<file path="config.mk">
export PLATFORM = sky130hd
export DESIGN_NAME = tick_divider_bank
export DESIGN_NICKNAME = d
export VERILOG_FILES = /design/src/rtl/tick_divider_bank.sv
export SDC_FILE = /design/constraint.sdc
export NUM_CORES = 1
export LEC_CHECK = 0
export ABC_AREA = 1
export CORE_MARGIN = 2
export CORE_UTILIZATION = 53
export DETAILED_ROUTE_END_ITERATION = 10
export GPL_ROUTABILITY_DRIVEN = 0
export GPL_TIMING_DRIVEN = 0
export PLACE_DENSITY = 0.85
export REMOVE_ABC_BUFFERS = 1
export SYNTH_ARGS = -nofsm -noshare
export SYNTH_HDL_FRONTEND = slang
export SYNTH_HIERARCHICAL = 1
export SYNTH_SLANG_ARGS = --single-unit
</file>
<file path="constraint.sdc">
create_clock -name clk -period 1.96 [get_ports clk]
set_input_delay 0.392 -clock clk [delete_from_list [all_inputs] [get_ports clk]]
set_output_delay 0.392 -clock clk [all_outputs]
set_load 0.005 [all_outputs]
</file>
<file path="src/rtl/tick_divider_bank.sv">
// Bank of independent WIDTH-bit down-counting tick dividers with load, one-shot and auto-reload modes.
// Define TICK_DIVIDER_CASCADE_EN to gate each channel's enable with the previous channel's wrap (prescaler chain).

module tick_divider_chan #(
    parameter int WIDTH       = 4,
    parameter int RESET_VALUE = 2
) (
    input  logic             clk,
    input  logic             resetN,
    input  logic             en,
    input  logic             load,
    input  logic             oneshot,
    input  logic [WIDTH-1:0] load_value,
    output logic [WIDTH-1:0] count,
    output logic             tc,
    output logic             done
);
    localparam logic [WIDTH-1:0] RV = WIDTH'(RESET_VALUE);

    logic [WIDTH-1:0] reload;

    always_ff @(posedge clk or negedge resetN) begin
        if (!resetN) begin
            count  <= RV;
            reload <= RV;
            done   <= 1'b0;
        end else if (load) begin
            count  <= load_value;
            reload <= load_value;
            done   <= 1'b0;
        end else if (en) begin
            if (count != '0)
                count <= count - 1'b1;
            else if (oneshot)
                done <= 1'b1;   // count parks at zero until the next load
            else
                count <= reload;
        end
    end

    assign tc = (count == '0);
endmodule

module tick_divider_bank #(
    parameter int WIDTH       = 4,
    parameter int CHANNELS    = 4,
    parameter int RESET_VALUE = 2
) (
    input  logic                      clk,
    input  logic                      resetN,
    input  logic [CHANNELS-1:0]       enable,
    input  logic [CHANNELS-1:0]       load,
    input  logic [CHANNELS*WIDTH-1:0] load_value,
    input  logic [CHANNELS-1:0]       oneshot,
    output logic [CHANNELS*WIDTH-1:0] count,
    output logic [CHANNELS-1:0]       tc,
    output logic [CHANNELS-1:0]       done
);
    logic [CHANNELS-1:0] en_eff;

`ifdef TICK_DIVIDER_CASCADE_EN
    // chain carries the previous channel's effective enable so wraps ripple down the bank
    always_comb begin
        logic chain;
        en_eff    = '0;
        chain     = enable[0];
        en_eff[0] = enable[0];
        for (int i = 1; i < CHANNELS; i++) begin
            chain     = enable[i] & chain & ~load[i-1] & tc[i-1] & ~oneshot[i-1];
            en_eff[i] = chain;
        end
    end
`else
    assign en_eff = enable;
`endif

    for (genvar i = 0; i < CHANNELS; i++) begin : g_ch
        tick_divider_chan #(
            .WIDTH       (WIDTH),
            .RESET_VALUE (RESET_VALUE)
        ) u_chan (
            .clk        (clk),
            .resetN     (resetN),
            .en         (en_eff[i]),
            .load       (load[i]),
            .oneshot    (oneshot[i]),
            .load_value (load_value[i*WIDTH +: WIDTH]),
            .count      (count[i*WIDTH +: WIDTH]),
            .tc         (tc[i]),
            .done       (done[i])
        );
    end
endmodule

</file>
**Word-level counts from Yosys, hierarchy flattened**

Index checks and enable logic that the tools add are counted.

- Register bits: 36
- Bits of input ports: 30
- Word-level logic and storage cells: 80

- Add/subtract/negate cells: 4
- Eq/ne operators: 8
- Muxes and demuxes: 32
- Reductions and logical operators: 24

Operators with widths:

| kind | count |
|---|---|
| $mux 4 | 16 |
| $logic_not 4->1 | 4 |
| $mux 1 | 16 |
| $reduce_bool 2->1 | 8 |
| $reduce_bool 4->1 | 4 |
| $sub 4x1->4 const B | 4 |
| $ne 3x2->1 const B | 4 |
| $reduce_and 3->1 | 4 |
| $ne 2x2->1 const B | 4 |
| $reduce_and 2->1 | 4 |

**Depth between registers and ports, before layout**

- Depth in word-level cells: 4
- Mapped depth: 9
- Mapped depth without buffers: 9

**By module**

Netlist, hierarchy kept.

Modules (own cells, without submodules):

| module | times used | cells an instance | area an instance (sq um) | sequential area each (sq um) |
|---|---|---|---|---|
| tick_divider_chan | 4 | 74 | 555.5 | 227.7 |

**Least setup slack after synthesis**

No wires, ideal clock.

- Path type: register -> output
- From: register g_ch[0].u_chan.count[1]
- To: output port tc[0]
- Arrival: 0.991 ns
- Required time: 1.568 ns
- Setup slack: 0.577 ns
- Stages on the path, launching flop included: 5
- Path buffers: 0
- Cells stage by stage: dfstp_2 -> inv_1 -> ha_1 -> nand2_4 -> inv_2

- Word-level cells in the longest chain between the ends: 1

Ends and longest elaborated chain:

| item | line | RTL |
|---|---|---|
| start: declaration | 14 | `output logic [WIDTH-1:0] count,` |
| start signal: assignment | 28 | `count <= load_value;` |
| start signal: assignment | 33 | `count <= count - 1'b1;` |
| start signal: assignment | 37 | `count <= reload;` |
| $logic_not 4->1 | 41 | `assign tc = (count == '0);` |
| end: declaration | 56 | `output logic [CHANNELS-1:0] tc,` |

No other way between the ends.

**Final worst setup path**

- From: register g_ch[2].u_chan.count[1]
- To: output port tc[2]

- Word-level cells in the longest chain between the ends: 1

Ends and longest elaborated chain:

| item | line |
|---|---|
| start: declaration | 14 |
| start signal: assignment | 28 |
| start signal: assignment | 33 |
| start signal: assignment | 37 |
| $logic_not 4->1 | 41 |

No other way between the ends.

==> qor.yml <==
run_status:
  status: "finished, final reports clean"
floorplanning:
  num_rows: 23
  die_h_um: 68.75
  die_w_um: 68.75
  design.core.area_um2: 4029
  start_util_pct: 55.16
  die_area_um2: 4727
  ios: 54
detailed_routing:
  drtIter0Drc: 148
  ant_nets: 0
  drt-pass1-iter-count: 5
  avgViaCountPerCell: 5.192
  wire_per_inst_um: 12.48
  postRouteWirelength_um: 5128
  vias: 2134
  drc: 0
clock_tree:
  clock_sinks: 36
  cts_made_buffers: 5
  cts.reportedPaths.clkPinSlew_ns: 0.07
  worstSkewPairLatency_ns: 0.28
  htree_levels: 2
  root_buffer: "clkbuf_8"
  cts_tree: "yes"
  holdBufCountCts: 0
  clock_path_buffers: 2
logic_synthesis:
  synth_top_area_cell: "dfrtp_1"
  netlist_top_cells_area: "dfrtp_1 (32%), nand2_1 (18%), dfstp_2 (9.5%)"
  yosysWarnings: 6
  syn_inst: 296
  yosysSeqAreaShare_pct: 40.99
  synth_area_per_cell_um2: 7.507
  synth.distinct_cells: 15
  syn_area_um2: 2222
  synth_top_area_share_pct: 31.53
  ys_ff_latch: 36
setup_path:
  startpoint_type: "register"
  slowest_stage: "dfstp_2"
  crit_chain: "inv_1, ha_4, nand2_4, inv_2, dlygate4sd2_1"
  end_kind: "primary output"
  cp_data_required_time_ns: 1.57
  path_class: "reg2out"
  worstPathArrival_ns: 1.47
  cp_max_fo: 6
  cpPeakStageDelay_ns: 0.54
global_routing:
  gr-total-overflow: 0
  grt_max_degree: 37
  grt_first_pass_wirelength_um: 8390
  antenna_found_initial: 0
  grt_pass1_vias: 2032
  grt_usage_pct: 23.69
pwr:
  vdd_drop_max_v: 0.0005541
  powerDensity_nw_per_um2: 900.2
  p_leak_nw: 1.505
sta:
  fin_crit_sh_pct: 95.01
  fin_ws_ns: 0.09785
  fin_crit_ns: 1.862
  rsz0062_at_grt: "false"
  skew_ns: 0.009718
  maxSlewViolCount: 0
  worstMarginPinSlew_ns: 0.7946
  fmax_mhz: 537.0
  setup_viol_count_final: 0
  relSlewSlack_pct: 47.02
  finalHoldViolCount: 0
placement:
  place_area_um2: 2765
  dp_hpwl_um: 3410
  port_buffers: 53
  dp_cells: 395
  pre_cts_ws_ns: 0.07004
layout:
  layout_commonest_cell: "nand2_1"
  finalNonFillerCells: 411
  num-nets-final: 394
  syn_to_final_growth_pct: 32.83
  diodes: 0
  fin_area_um2: 2952
  drive_above_1_share_pct: 18.56
  most-common-layout-cells: "nand2_1 (108), clkdlybuf4s50_1 (48), nand3_1 (36), inv_1 (28), dfrtp_1 (28)"
  num-fill-cells: 314
hold_path:
  hp-class: "in2async"
flow_run:
  max_cap_violations: 0
-- cell type report --
class | instances | area (µm²) | share of cell area, %
inverter | 48 | 190.2 | 6.443
timing repair buffer | 61 | 580.6 | 19.67
clock inverter | 1 | 5.005 | 0.1696
tap | 50 | 62.56 | 2.120
clock buffer | 7 | 76.32 | 2.586
multi-input combinational | 208 | 1126 | 38.15
sequential | 36 | 910.9 | 30.86
-- worst max-delay path, delay by kind of cell, from the launching register on --
kind                     cells  cell delay (ns)
flip-flops                   1             0.54
buffers and inverters        3             0.36
adder cells (fa/ha/maj)      1             0.19
AND/OR/NAND/NOR              1             0.10
-- timing repair --
action,CTS,global route
gates resized for setup,16,0
endpoints found under the setup margin,4,0
setup buffers,8,0
-- sequential cells by signal, indices dropped and copies added (netlist names) --
signal and flops:
g_ch.u_chan/count 16, g_ch.u_chan/done 4, g_ch.u_chan/reload 16
-- power breakdown --
part	leakage [nW]	internal, W	switching (W)	total (W)
Clock	0.0422	0.000250	0.000254	0.000504
Combinational	1.03	0.000558	0.000583	0.00114
Sequential	0.430	0.000878	0.000134	0.00101
Total	1.50	0.00169	0.000972	0.00266
-- worst paths after layout --
path | startpoint | depth (start not counted) | slack (ns) | to
max in group asynchronous | resetN | 1 | 1.26 | g_ch[0].u_chan/count[0]
min in group clk | g_ch[1].u_chan/reload[3] | 2 | 0.48 | g_ch[1].u_chan/reload[3]
hold reg to reg | g_ch[1].u_chan/reload[3] | 2 | 0.48 | g_ch[1].u_chan/reload[3]
setup reg to reg | g_ch[0].u_chan/count[1] | 9 | 0.48 | g_ch[0].u_chan/count[3]
hold / removal | resetN | 1 | 0.20 | g_ch[2].u_chan/reload[3]
setup / recovery | g_ch[2].u_chan/count[1] | 5 | 0.1 | tc[2]
-- through the flow --
step	TNS, ns	total power [W]	utilization (%)	hold slack (ns)
final	0	0.002657	73.26	0.1988
after global routing	0	0.002848	73.26	0.2557
after CTS	0	0.002651	73.26	0.2211
after detailed placement	0	0.002009	68.63	0.4597
after global placement	-10.94	0.001974	68.76	0.4555
after floorplan	0	0.001595	-	0.09641
-- kinds of logic after synthesis --
family,Yosys count,synth area share (%)
simple gates,188,42.57
flops,36,40.99
compound gates,16,3.604
fa+ha+maj,4,2.252
buf+inv,52,10.59
-- metal layers --
metal  wire, µm  global-route usage (%)  part of all wire [%]
met2       2644                   43.75                    52
met4        108                   10.05                   2.1
met1       2132                   25.59                    42
met5          0                       0                     0
met3        243                   5.682                   4.7
-- cells in the mapped netlist (all sizes together) --
| library cell | number |
|---|---|
| inv | 48 |
| nand3 | 36 |
| a21oi | 4 |
| dfstp | 8 |
| nor2 | 24 |
| nand2 | 116 |
| ha | 4 |
| o21ai | 12 |
| dfrtp | 28 |
| buf | 4 |
| nand3b | 12 |
(Power assumes the default switching activity.)
==> variant, RTL diff (config.mk and constraints unchanged) <==
Register the output `count`, without a reset; this adds one clock of latency there. The other outputs are not delayed to match.
--- a/src/rtl/tick_divider_bank.sv
+++ b/src/rtl/tick_divider_bank.sv
@@ -56,6 +56,8 @@
     output logic [CHANNELS-1:0]       tc,
     output logic [CHANNELS-1:0]       done
 );
+
+    logic [CHANNELS*WIDTH-1:0] count_d;
     logic [CHANNELS-1:0] en_eff;
 
 `ifdef TICK_DIVIDER_CASCADE_EN
@@ -85,10 +87,14 @@
             .load       (load[i]),
             .oneshot    (oneshot[i]),
             .load_value (load_value[i*WIDTH +: WIDTH]),
-            .count      (count[i*WIDTH +: WIDTH]),
+            .count      (count_d[i*WIDTH +: WIDTH]),
             .tc         (tc[i]),
             .done       (done[i])
         );
     end
+    always_ff @(posedge clk) begin
+        count <= count_d;
+    end
+
 endmodule
 
Formal check against the unedited RTL: not equivalent (a bounded check fails within 4 cycles, from zero or initial values and one cycle with resetN low).
==> variant against the unedited design <==
  * Worst hold slack worse by 0.018 ns
  * Sequential cell count up 16
  * Cell area up 13%
  * Sequential share of layout area up 6.0 points
  * Total power up 27%
  * Routed wire length up 1.4%
  * Worst setup slack worse by 0.010 ns
  * Die area up 14%
  * Area after synthesis up 14%
==> variant: results (changes against the unedited design) <==
clockRootBuffer: "clkbuf_8"
seq_area_frac_synth_pct: 48.43  # +7.4 points
synthAdderAreaFrac_pct: 1.969  # -0.28 points
wl_per_cell_um: 11.99  # -3.9%
clk_pin_slew_ns: 0.09  # +0.02 ns
outcome: "completed"
synthCells: 312  # +5.4%
portBuffers: 53  # unchanged
grt_max_degree: 37  # unchanged
cpMaxStageDelayCell: "dfstp_2"
drt_iter0_drc: 108  # -27%
synthMuxAreaShare_pct: 0  # unchanged
async_reset_ff_share_pct: 69.23  # -31 points
crit_family: "flip-flops"
clk_latency_ns: 0.30  # +0.02 ns
cts_max_level: 2  # unchanged
firstDrtPassIters: 4  # -1
hpwl_um: 3435  # +0.71%
yosysWarnings: 6  # unchanged
synth.area.top_cells: "dfrtp_1 28%, nand2_1 16%, dfxtp_1 13%"
routed_wl_um: 5202  # +1.4%
viasPerCell: 5.037  # -3.0%
dp_cells: 415  # +5.1%
grt_pass1_wl_um: 8769  # +4.5%
power_leakage_nw: 1.675  # +11%
reg2reg_slack_ns: 0.51  # +0.03 ns
grt_pass1_vias: 2033  # +0.049%
arrival_ns: 1.48
worstReg2RegStart: "g_ch[1].u_chan/count[1]"
worst_r2r_endpoint: "g_ch[1].u_chan/count[3]"
cts_made_buffers: 5  # unchanged
cpPeakStageDelay_ns: 0.54  # about the same
crit_path_start: "g_ch[3].u_chan/count[1]"
antenna_cells: 0  # unchanged
dpl_cell_area_sq_um: 3090  # +12%
antenna_found_initial: 0  # unchanged
critPathMaxFanout: 6  # unchanged
worst_pin_slew_ns: 0.8226  # +0.02800 ns
synth_xor_area_share_pct: 0  # unchanged
nets: 413  # +4.8%
fin_worst_skew_ns: 0.003095  # -0.006623 ns
crit_end: "tc[3]"
layout-drive-gt1-share_pct: 19.21  # +0.65 points
track_usage_pct: 20.91  # -2.8 points
synth_cell_type_count: 16  # +1
cts.path.max_buffers: 2  # unchanged
irDropWorstVdd_v: 0.0005222  # -5.8%
top_regs: "count (16), g_ch.u_chan/count (16), g_ch.u_chan/reload (16)"
hold_path_class: "input port to asynchronous set/reset pin"
ys_top_cells_by_count: "108 x nand2_1, 36 x nand3_1, 32 x inv_1"
synth_compound_area_share_pct: 3.150  # -0.45 points
r2r_cells: 9  # unchanged
[variant: cell type report]
type | instances | area (sq um)
clock inverters | 1 | 30.03
inverters | 48 | 190.2
fillers | 365 | 1316
well taps | 54 | 67.56
multi-input cells | 208 | 1126
clock buffers | 7 | 96.34
repair buffers | 64 | 603.1
flip-flops and latches | 52 | 1231
[variant: timing repair]
| action | in CTS | in global routing |
|---|---|---|
| buffers inserted | 11 | 0 |
| endpoints found under the setup margin | 4 | 0 |
| resized for setup | 17 | 0 |
| endpoints found under the hold margin | 0 | 0 |
[variant: kinds of logic (layout without fill, tap and decap cells)]
logic type / after synthesis / after routing
AO/OA/AOI/OAI: 16 / 16
adder cells (fa/ha/maj): 4 / 4
buffers and inverters: 52 / 120
flip-flops: 52 / 52
AND/OR/NAND/NOR: 188 / 188
[variant: report_power, final]
part | internal (W) | switching (W)
logic | 0.000576 | 0.000585
clock network | 0.000451 | 0.000336
registers | 0.00129 | 0.000148
[variant: per-stage QoR]
stage               util [%]  setup slack (ns)
global placement       66.42           -0.3891
floorplan                  -            0.5938
detailed placement     66.31           0.05859
finish                 71.76           0.08753
CTS                    71.76           0.08997
global route           71.76           0.03485
[variant: how the worst min path moves through the flow]
| stage | slack [ns] | endpoint |
|---|---|---|
| after floorplan | 0.1 | g_ch[0].u_chan/count[0] |
| after global placement | 0.42 | count[13] |
| after detailed placement | 0.41 | count[4] |
| after CTS | 0.21 | g_ch[1].u_chan/done |
| after global routing | 0.24 | g_ch[1].u_chan/reload[0] |
| final | 0.18 | g_ch[1].u_chan/done |
[variant: routing by layer]
| layer | vias to the layer above | global-route usage [%] | routed length, um |
|---|---|---|---|
| met3 | 12 | 4.938 | 207 |
| met2 | 53 | 37.14 | 2676 |
| met5 | - | 0 | 0 |
| li1 | 1098 | - | - |
| met1 | 1023 | 25.33 | 2254 |
| met4 | 0 | 5.556 | 64 |
